**config.mk**
```make
export PLATFORM = sky130hd
export DESIGN_NAME = phy_tx_lane_serializer_c
export DESIGN_NICKNAME = d
export VERILOG_FILES = /design/src/rtl/phy_tx_lane_serializer_c.sv
export SDC_FILE = /design/constraint.sdc
export NUM_CORES = 1
export LEC_CHECK = 0
export BUFFER_PORTS_ARGS = -buffer_cell sky130_fd_sc_hd__buf_2
export CELL_PAD_IN_SITES_DETAIL_PLACEMENT = 0
export CELL_PAD_IN_SITES_GLOBAL_PLACEMENT = 2
export CORE_MARGIN = 5
export CORE_UTILIZATION = 39
export CTS_CLUSTER_SIZE = 25
export DETAILED_ROUTE_END_ITERATION = 6
export PLACE_DENSITY = 0.89
export SLEW_MARGIN = 40
export SYNTH_ARGS = -nofsm -noshare
export SYNTH_HDL_FRONTEND = slang
export SYNTH_SLANG_ARGS = --single-unit
```
**constraint.sdc**
```tcl
create_clock -name clk_32f -period 4.1 [get_ports clk_32f]
set_clock_uncertainty 0.05 [all_clocks]
set_input_delay 0.82 -clock clk_32f [delete_from_list [all_inputs] [get_ports clk_32f]]
set_output_delay 0.82 -clock clk_32f [all_outputs]
set_load 0.05 [all_outputs]
```
**src/rtl/phy_tx_lane_serializer_c.sv**
```systemverilog
// rtl/phy_tx_lane_serializer_c.sv - two-lane TX PHY serializer: word striping, pairing and MSB-first framing
//
// Ports:
//   clk_32f          in   1   serial bit clock (only clock)
//   reset            in   1   synchronous, active-low reset
//   valid_in         in   1   Data_in holds a word to send
//   Data_in          in   32  transmit word
//   ready_out        out  1   block accepts a word this cycle
//   Data_out_0       out  1   lane 0 serial bit (even words)
//   Data_out_1       out  1   lane 1 serial bit (odd words)
//   frame_start_out  out  1   high in bit 0 of every frame
//   data_frame_out   out  1   high for a whole frame that carries data rather than COM
//
// Optional feature macro: PHY_TX_PREAMBLE_EN
//   When defined, PREAMBLE_FRAMES COM frames are forced after reset with ready_out held low.

module phy_tx_lane_serializer_c #(
    parameter logic [7:0] COM_SYM = 8'hBC
`ifdef PHY_TX_PREAMBLE_EN
    ,
    parameter int PREAMBLE_FRAMES = 4
`endif
) (
    input  logic        clk_32f,
    input  logic        reset,
    input  logic        valid_in,
    input  logic [31:0] Data_in,
    output logic        ready_out,
    output logic        Data_out_0,
    output logic        Data_out_1,
    output logic        frame_start_out,
    output logic        data_frame_out
);

    localparam logic [31:0] COM_FRAME = {4{COM_SYM}};

    logic [4:0]  bit_cnt;
    logic        sel;
    logic        f0;
    logic        f1;
    logic [31:0] hold0;
    logic [31:0] hold1;
    logic [31:0] shift0;
    logic [31:0] shift1;
    logic        data_frame_q;
    logic        preamble;

    logic        boundary;
    logic        xfer;
    logic        load_pair;

    assign boundary  = (bit_cnt == 5'd31);
    assign ready_out = !(sel ? f1 : f0) && !preamble && reset;
    assign xfer      = valid_in && ready_out;
    // Pair completeness is judged on pre-edge flags, so a pair finished on
    // the boundary edge itself waits for the following frame.
    assign load_pair = boundary && f0 && f1;

    always_ff @(posedge clk_32f) begin
        if (!reset) begin
            bit_cnt      <= 5'd0;
            sel          <= 1'b0;
            f0           <= 1'b0;
            f1           <= 1'b0;
            hold0        <= 32'd0;
            hold1        <= 32'd0;
            shift0       <= COM_FRAME;
            shift1       <= COM_FRAME;
            data_frame_q <= 1'b0;
        end else begin
            bit_cnt <= bit_cnt + 5'd1;

            if (xfer) begin
                sel <= ~sel;
                if (sel) begin
                    hold1 <= Data_in;
                end else begin
                    hold0 <= Data_in;
                end
            end

            // ready_out is low whenever both flags are set, so a load and a
            // transfer never touch the same flag on one edge.
            f0 <= (f0 && !load_pair) || (xfer && !sel);
            f1 <= (f1 && !load_pair) || (xfer && sel);

            if (boundary) begin
                // A lone held word stays put: lanes only ever carry data in pairs,
                // which keeps word order intact at the receiver.
                shift0       <= load_pair ? hold0 : COM_FRAME;
                shift1       <= load_pair ? hold1 : COM_FRAME;
                data_frame_q <= load_pair;
            end else begin
                shift0 <= {shift0[30:0], 1'b0};
                shift1 <= {shift1[30:0], 1'b0};
            end
        end
    end

`ifdef PHY_TX_PREAMBLE_EN
    logic [2:0] pre_cnt;

    // Counts frame boundaries after reset; preamble drops at the boundary
    // that ends frame PREAMBLE_FRAMES.
    always_ff @(posedge clk_32f) begin
        if (!reset) begin
            pre_cnt  <= 3'd0;
            preamble <= 1'b1;
        end else if (boundary && preamble) begin
            pre_cnt <= pre_cnt + 3'd1;
            if (pre_cnt == 3'(PREAMBLE_FRAMES - 1)) begin
                preamble <= 1'b0;
            end
        end
    end
`else
    assign preamble = 1'b0;
`endif

    assign Data_out_0      = shift0[31];
    assign Data_out_1      = shift1[31];
    assign frame_start_out = (bit_cnt == 5'd0);
    assign data_frame_out  = data_frame_q;

endmodule

```
==> results_dict.tcl, run 1 <==
set metrics [dict create \
    outcome "completed" \
    design_area_um2 5968 \
    syn_inst 571 \
    clock-sinks 137 \
    grt_overflow 0 \
    avgSynthCellArea_um2 8.995 \
    ys_warn_count 0 \
    netlist.area_leader.share 0.5340 \
    via_per_inst 4.913 \
    h-tree-depth 4 \
    grt_pass1_vias 3828 \
    clockRootBuffer "clkbuf_16" \
    grt_start_max_net_pins 170 \
    drive_gt1_frac 0.1597 \
    hpwl_mm 6.064 \
    cts_buffers 17 \
    io_pins 40 \
    end_kind "primary output" \
    cts_tree "built" \
    rows 42 \
    route.detailed.drc 0 \
    async_reset_ff_frac 0 \
    startpoint_type "flip-flop" \
    die_x_um 124.8 \
    final_nets 620 \
    die_h_um 124.8 \
    synth_compound_area_frac 0.1491 \
    yosysTopAreaCell "dfxtp_1" \
    grt_first_pass_wirelength_mm 17.92 \
    path_max_fanout 4 \
    antenna_found_initial 0 \
    clk_pin_slew_worst_paths_ps 60 \
    ys_seq_elements 137 \
    dp.cells 739 \
    synth_nets 609 \
    hold_ws_ps 403.3 \
    first_pass_iters 4 \
    setup_viol 0 \
    cts_resized 0 \
    clockBufferDepth 2 \
    tightest_slew_ps 757.8 \
    hold_viol_final 0 \
    initial_utilization 0.3925 \
    synth_edf_count 0 \
    seq_area_frac_synth 0.5340 \
    yosys.area_share.adder 0.007308 \
    n_fill_cell 1282 \
    max-cap-violations 0 \
    critPathKind "flip-flop to primary output" \
    period_share 0.5964 \
    leakage_nw 2.251 \
    io_buffer_count 39 \
    vdd_ir_drop_max_v 0.0002574 \
    core_area_um2 13090 \
    setup_tns_ps 0 \
    ant_nets 0 \
    critical_path_required_ps 3230 \
    min_path_type "flip-flop to flip-flop" \
    hold_buffers 0 \
    yosysMostFrequentCell "dfxtp_1" \
    wirelength_mm 10.33 \
    rsz0062_at_grt "false" \
    synth_area_leaders "dfxtp_1 53%, nand3_1 8.4%, o21ai_0 7.3%" \
    cts_setup_buffers 0 \
    place.gp.congestion 0.6982 \
    synth_xor_xnor_area_share 0.003410 \
    power_density_nw_per_um2 525.7 \
    synth_top_family_by_area "simple AND/OR/NAND/NOR gates" \
    area_growth_pct 16.20 \
    report.final.slew_viol_count 0 \
    clock.fmax_ghz 0.4090 \
    grt_use_total 0.1398 \
    diodes 0 \
    critical_path_arrival_ps 1580 \
    muxShareOfSynthArea 0.003898 \
    place_area_um2 5373 \
    synth_ff_type "dfxtp_1" \
    min_period_ps 2445 \
    die-area_um2 15570 \
    syn-cell-area_um2 5136 \
    synthTopCellsByCount "137 x dfxtp_1, 86 x nand3_1, 75 x o21ai_0, 40 x nor2_1, 40 x nor3b_1" \
    first_iter_violations 369 \
    wire_per_inst_um 13.40 \
    clk_latency_ps 410 \
    relSlewSlack 0.4933 \
    fin_cells 771 \
    synth_cell_types 31 \
    dr_total_vias 3788 \
    synthSimpleGateAreaFrac 0.2470 \
]
==> cell type report <==
type	instances	area, um2	area share
Tap cell	176	220.2	0.03690
Sequential cell	137	2743	0.4595
Clock buffer	19	442.9	0.07421
Timing Repair Buffer	46	275.3	0.04612
Inverter	3	11.26	0.001887
Multi-Input combinational cell	377	2123	0.3558
Clock inverter	13	152.6	0.02558
==> cell families after synthesis <==
group,count (synthesis)
and+or+nand+nor,240
DFF,137
AOI/OAI and AO/OA,130
buffers and inverters,57
adders and majority gates,3
xor gates and xnor gates,2
muxes,2
==> through the flow <==
step	util	setup WS, ps	power, W
after detailed placement	0.4106	1768	0.001651
after global placement	0.4090	1808	0.001640
after global routing	0.4561	1559	0.003259
final	0.4561	1655	0.003138
after CTS	0.4561	1621	0.003176
after floorplan	-	1137	0.001601
==> placed cells by master, fill, tap and decap left out, drive strengths merged <==
cell | synthesis | final
clkinvlp | 0 | 5
a21boi | 25 | 25
and2 | 6 | 6
nor2b | 2 | 2
and4 | 2 | 2
nor2 | 40 | 40
xor2 | 1 | 1
nand2b | 22 | 22
nor3b | 40 | 40
o21ai | 105 | 105
clkinv | 0 | 5
or3b | 1 | 1
and3 | 1 | 1
xnor2 | 1 | 1
dfxtp | 137 | 137
bufinv | 0 | 3
ha | 3 | 3
nand3b | 1 | 1
inv | 3 | 3
buf | 24 | 46
nand2 | 37 | 37
nor4b | 1 | 1
mux2i | 2 | 2
clkbuf | 30 | 19
nand3 | 87 | 87
==> power breakdown <==
part	switching (W)	total, W	internal (W)
Clock	0.000554	0.00152	0.000964
Sequential	0.0000318	0.00144	0.00140
Combinational	0.000118	0.000183	0.0000645
==> metal layers <==
metal,track usage,up-vias,share of wire
li1,-,1975,-
met1,0.1773,1754,0.49
met2,0.2188,42,0.46
met3,0.05103,17,0.035
met4,0.05029,0,0.014
met5,0,-,0
==> final timing paths <==
kind,start,depth (start not counted),endpoint,slack (ps)
worst max-delay path,bit_cnt[0],4,frame_start_out,1650
worst min-delay path,hold0[0],2,hold0[0],400
worst max register to register,bit_cnt[0],6,shift1[28],1780
worst min register to register,hold0[0],2,hold0[0],400
==> critical path, cell delays in order (launching register included) <==
cell and delay (ps):
dfxtp_1 330, inv_1 60, ha_1 140, nor4b_1 290
buf_2 330
==> flip-flops by register name (all words and copies together) (netlist names) <==
signal / flops
bit_cnt: 5
data_frame_out: 1
f0: 1
f1: 1
hold0: 32
hold1: 32
sel: 1
shift0: 32
shift1: 32
Power figures use the tool's default switching activity.
==> inputs of run 2 (changes only) <==
- ABC_AREA: unset -> 1
- CORE_UTILIZATION: 39 -> 36
- PLACE_DENSITY: 0.89 -> 0.85
- clock period: 4.1 -> 2.5 ns (I/O delays scaled with it)
==> results_dict.tcl, run 2 <==
set metrics [dict create \
    critical_path_required_ps 1950 \
    critPathKind "flip-flop to primary output" \
    grt_use_total 0.1520 \
    report.final.slew_viol_count 0 \
    ant_nets 0 \
    r2r_end "shift1[15]" \
    period_share 0.8823 \
    holdCritStartpoint "reset" \
    synth_edf_count 0 \
    wirelength_mm 11.70 \
    n_fill_cell 1426 \
    area_growth_pct 15.78 \
    ys_warn_count 0 \
    critical_path_arrival_ps 1660 \
    setup_tns_ps 0 \
    dr_total_vias 3910 \
    final_nets 647 \
    synth_cell_types 23 \
    leakage_nw 2.517 \
    r2r_slack_ps 510 \
    initial_utilization 0.3657 \
    first_pass_iters 4 \
    first_iter_violations 302 \
    clk_latency_ps 410 \
    synthTopCellsByCount "137 x dfxtp_1, 134 x nor2_1, 76 x nand2_1, 64 x nand4_1" \
    drive_gt1_frac 0.1456 \
    antenna_found_initial 0 \
    grt_pass1_vias 3998 \
    clk_pin_slew_worst_paths_ps 50 \
    die_h_um 128.7 \
    clockRootBuffer "clkbuf_16" \
    async_reset_ff_frac 0 \
    min_to "bit_cnt[1]" \
    route.detailed.drc 0 \
    cts_setup_buffers 0 \
    rr_worst_depth 7 \
    diodes 0 \
    hpwl_mm 6.956 \
    startpoint_type "flip-flop" \
    clockBufferDepth 2 \
    synth_nets 624 \
    min_path_type "input pin to flip-flop" \
    grt_start_max_net_pins 57 \
    clock-sinks 137 \
    via_per_inst 4.900 \
    core_area_um2 13880 \
    tightest_slew_ps 808.0 \
    fin_ws_ps 294.2 \
    io_buffer_count 39 \
    hold_buffers 0 \
    syn_inst 586 \
    die_x_um 128.7 \
    yosysMostFrequentCell "dfxtp_1" \
    seq_area_frac_synth 0.5403 \
    final_cell_mix "136 x dfxtp_1, 134 x nor2_1, 76 x nand2_1" \
    wire_per_inst_um 14.66 \
    rsz0062_at_grt "false" \
    holdPathStages 3 \
    pre_cts_ws_ps 369.1 \
    cts_buffers 17 \
    hold_viol_final 0 \
    grt_first_pass_wirelength_mm 19.85 \
    synth_area_leaders "dfxtp_1 54%, nor2_1 9.9%, nand4_1 7.9%" \
    end_kind "primary output" \
    cts_resized 0 \
    vdd_ir_drop_max_v 0.0004399 \
    setup_viol 0 \
    relSlewSlack 0.4606 \
    syn-cell-area_um2 5076 \
    rows 43 \
    clock.fmax_ghz 0.4533 \
    io_pins 40 \
    place.gp.congestion 0.7090 \
    avgSynthCellArea_um2 8.662 \
    final_common_cell "dfxtp_1" \
    grt_overflow 0 \
    outcome "completed" \
    yosysTopAreaCell "dfxtp_1" \
    power_density_nw_per_um2 851.4 \
    path_max_fanout 12 \
    r2r-start "bit_cnt[0]" \
    cts_tree "built" \
    synth_ff_type "dfxtp_1" \
    ys_seq_elements 137 \
    netlist.area_leader.share 0.5403 \
    min_period_ps 2206 \
    max-cap-violations 0 \
    die-area_um2 16580 \
    h-tree-depth 4 \
]
==> run 2: changes by cell type in the layout (fill, tap and decap cells not counted), moves of 40 or more <==
cell | previous run | this run
nand3_1 | 86 | 4
nand4_1 | 0 | 64
nor2_1 | 40 | 134
nor3b_1 | 40 | 0
o21ai_0 | 75 | 1
o22a_1 | 0 | 40
==> run 2: logic make-up after synthesis <==
family / synth area share
buffers and inverters: 0.08331
flip-flops: 0.5403
AO/OA/AOI/OAI: 0.1119
AND/OR/NAND/NOR: 0.2571
adder cells (fa/ha/maj): 0.007395
==> run 2: through the flow <==
stage / instances / util / power (W) / cell area (um2) / hold WS, ps
floorplan: 586 / - / 0.002705 / 5076 / 358.7
detailed placement: 770 / 0.3848 / 0.002814 / 5341 / 382.9
global placement: 770 / 0.3848 / 0.002808 / 5341 / 375.1
CTS: 798 / 0.4231 / 0.005060 / 5873 / 345.9
finish: 798 / 0.4234 / 0.005004 / 5877 / 367.1
global route: 798 / 0.4234 / 0.005206 / 5877 / 359.9
==> run 2: worst max path at each step <==
| stage | depth (start not counted) | to | slack [ps] | startpoint |
|---|---|---|---|---|
| after CTS | 3 | ready_out | 50 | sel |
| after detailed placement | 7 | hold1[18] | 370 | sel |
| final | 3 | ready_out | 290 | sel |
| after floorplan | 4 | frame_start_out | 360 | bit_cnt[0] |
| after global routing | 3 | ready_out | 200 | sel |
| after global placement | 7 | hold0[28] | 380 | sel |
==> run 2: critical path: stages (launching register included) <==
cell     delay (ps)
dfxtp_2         530
nor2_2          100
nor2_4          280
buf_2           330
==> run 2: report_power, final <==
part           switching [W]  total, W  leakage, nW  internal (W)
clock               0.000835   0.00224        0.260       0.00140
sequential         0.0000543   0.00236         1.13       0.00230
combinational       0.000258  0.000412         1.13      0.000154
total                0.00115   0.00500         2.52       0.00386
==> run 2: final cells by class <==
| type | count | area (um2) | area share |
|---|---|---|---|
| Inverter | 44 | 167.7 | 0.02853 |
| Clock inverter | 2 | 12.51 | 0.002129 |
| Tap cell | 180 | 225.2 | 0.03832 |
| Clock buffer | 26 | 519.2 | 0.08835 |
| Multi-Input combinational cell | 358 | 1911 | 0.3251 |
| Timing Repair Buffer | 51 | 297.8 | 0.05067 |
| Sequential cell | 137 | 2744 | 0.4669 |
==> run 2: layer usage <==
layer | wire length [um] | share of wire | global-route usage
met1 | 5900 | 0.50 | 0.2089
met2 | 5212 | 0.45 | 0.2332
met3 | 475 | 0.041 | 0.04068
met4 | 113 | 0.0097 | 0.04818
met5 | 0 | 0 | 0
==> inputs of run 3 (changes only) <==
--- a/config.mk
+++ b/config.mk
@@ -16,2 +16,3 @@
 export PLACE_DENSITY = 0.85
+export RECOVER_POWER = 100
 export SLEW_MARGIN = 40
--- a/constraint.sdc
+++ b/constraint.sdc
@@ -4,2 +4,2 @@
 set_output_delay 0.5 -clock clk_32f [all_outputs]
-set_load 0.05 [all_outputs]
+set_load 0.005 [all_outputs]
==> results_dict.tcl, run 3 (synthesis gave the netlist of run 2 again) <==
set metrics [dict create \
    outcome "completed" \
    tightest_slew_ps 814.6 \
    switching_share 0.2218 \
    rr_worst_depth 8 \
    rows 43 \
    wire_per_inst_um 14.90 \
    clockBufferDepth 2 \
    comb_power_share 0.069 \
    report.final.slew_viol_count 0 \
    leakage_nw 2.580 \
    grt_start_max_net_pins 44 \
    min_path_type "input pin to flip-flop" \
    setup_tns_ps 0 \
    io_pins 40 \
    initial_utilization 0.3657 \
    ant_nets 0 \
    drive_gt1_frac 0.1442 \
    antenna_found_initial 0 \
    critical_path_required_ps 1950 \
    crit_start "reset" \
    holdPathStages 5 \
    cts_buffers 17 \
    clk_pin_slew_worst_paths_ps 60 \
    hold_viol_final 0 \
    r2r-start "bit_cnt[0]" \
    hold_buffers 0 \
    max-cap-violations 0 \
    clock-sinks 137 \
    final_cell_mix "136 x nor2_1, 136 x dfxtp_1, 76 x nand2_1" \
    area_growth_pct 19.10 \
    first_iter_violations 150 \
    place.gp.congestion 0.7406 \
    period_share 0.8886 \
    die_x_um 128.7 \
    h-tree-depth 4 \
    seqPwrFrac 0.414 \
    grt_use_total 0.1517 \
    core_area_um2 13880 \
    cts_tree "built" \
    vdd_ir_drop_max_v 0.0004194 \
    first_pass_iters 4 \
    pre_cts_ws_ps 507.7 \
    power_switching_w 0.001262 \
    diodes 0 \
    grt_first_pass_wirelength_mm 19.82 \
    n_fill_cell 1398 \
    hpwl_mm 7.342 \
    fin_ws_ps 278.4 \
    clk_latency_ps 420 \
    critPathKind "input pin to primary output" \
    rsz0062_at_grt "false" \
    power_density_nw_per_um2 941.3 \
    die_h_um 128.7 \
    critical_path_arrival_ps 1670 \
    grt_pass1_vias 4036 \
    via_per_inst 4.961 \
    relSlewSlack 0.4561 \
    die-area_um2 16580 \
    setup_viol 0 \
    clockRootBuffer "clkbuf_16" \
    r2r_end "shift0[22]" \
    io_buffer_count 39 \
    route.detailed.drc 0 \
    hold_ws_ps 381.2 \
    min_period_ps 2222 \
    final_nets 649 \
    crit_end "ready_out" \
    p_int_w 0.004429 \
    end_kind "primary output" \
    r2r_slack_ps 420 \
    wirelength_mm 11.98 \
    dr_total_vias 3989 \
    clock.fmax_ghz 0.4501 \
    clkPwrFrac 0.517 \
    startpoint_type "input pin" \
    grt_overflow 0 \
    path_max_fanout 17 \
]
[run 3: cell types whose count changed in the layout (fill, tap and decap cells not counted), sizes merged]
| cell | change |
|---|---|
| clkinv | +5 |
| buf | -6 |
| bufinv | +7 |
| clkbuf | -1 |
| clkinvlp | +1 |
[run 3: final cells by class]
type	count	area (um2)	area share
Clock buffer	17	425.4	0.07036
Tap cell	180	225.2	0.03725
Inverter	44	165.2	0.02732
Sequential cell	137	2744	0.4538
Multi-Input combinational cell	358	1901	0.3144
Timing Repair Buffer	53	311.5	0.05153
Clock inverter	15	274.0	0.04532
[run 3: per-layer routing]
layer	share of wire	track usage	vias to the layer above
met1	0.49	0.1929	1888
li1	-	-	2006
met4	0.015	0.05991	0
met5	0	0	-
met3	0.041	0.04151	17
met2	0.46	0.2448	78
[run 3: metrics by stage]
step / util / instance area, um2 / cells / power, W
after floorplan: - / 5076 / 586 / 0.002685
after global placement: 0.3868 / 5369 / 772 / 0.002791
after detailed placement: 0.3868 / 5369 / 772 / 0.002799
after CTS: 0.4372 / 6068 / 804 / 0.005750
after global routing: 0.4356 / 6046 / 804 / 0.005890
final: 0.4356 / 6046 / 804 / 0.005691
[run 3: worst min-delay path by stage]
stage | from | to | slack, ps
3_5_place_dp | hold1[0] | shift1[0] | 380
4_1_cts | reset | bit_cnt[1] | 360
6_report | Data_in[24] | hold1[24] | 380
3_3_place_gp | hold0[0] | shift0[0] | 380
2_1_floorplan | hold0[0] | shift0[0] | 360
5_1_grt | shift0[0] | shift0[1] | 400
[run 3: power groups by stage]
| stage | logic (W) | registers [W] | clock network [W] |
|---|---|---|---|
| finish | 0.000395 | 0.00235 | 0.00294 |
| CTS | 0.000401 | 0.00235 | 0.00299 |
| floorplan | 0.000303 | 0.00238 | 0 |
| global route | 0.000447 | 0.00237 | 0.00308 |
| detailed placement | 0.000399 | 0.00240 | 0 |
| global placement | 0.000392 | 0.00240 | 0 |
[run 3: critical path: stages]
cell      delay (ps)
clkbuf_1         460
nand2_2          130
nor2_4           400
clkbuf_1         170
[run 3: what timing repair did]
item                       CTS  global route
setup endpoints to repair    0            13
hold endpoints to repair     0             0
setup buffers                0             0
gates resized for setup      0             2
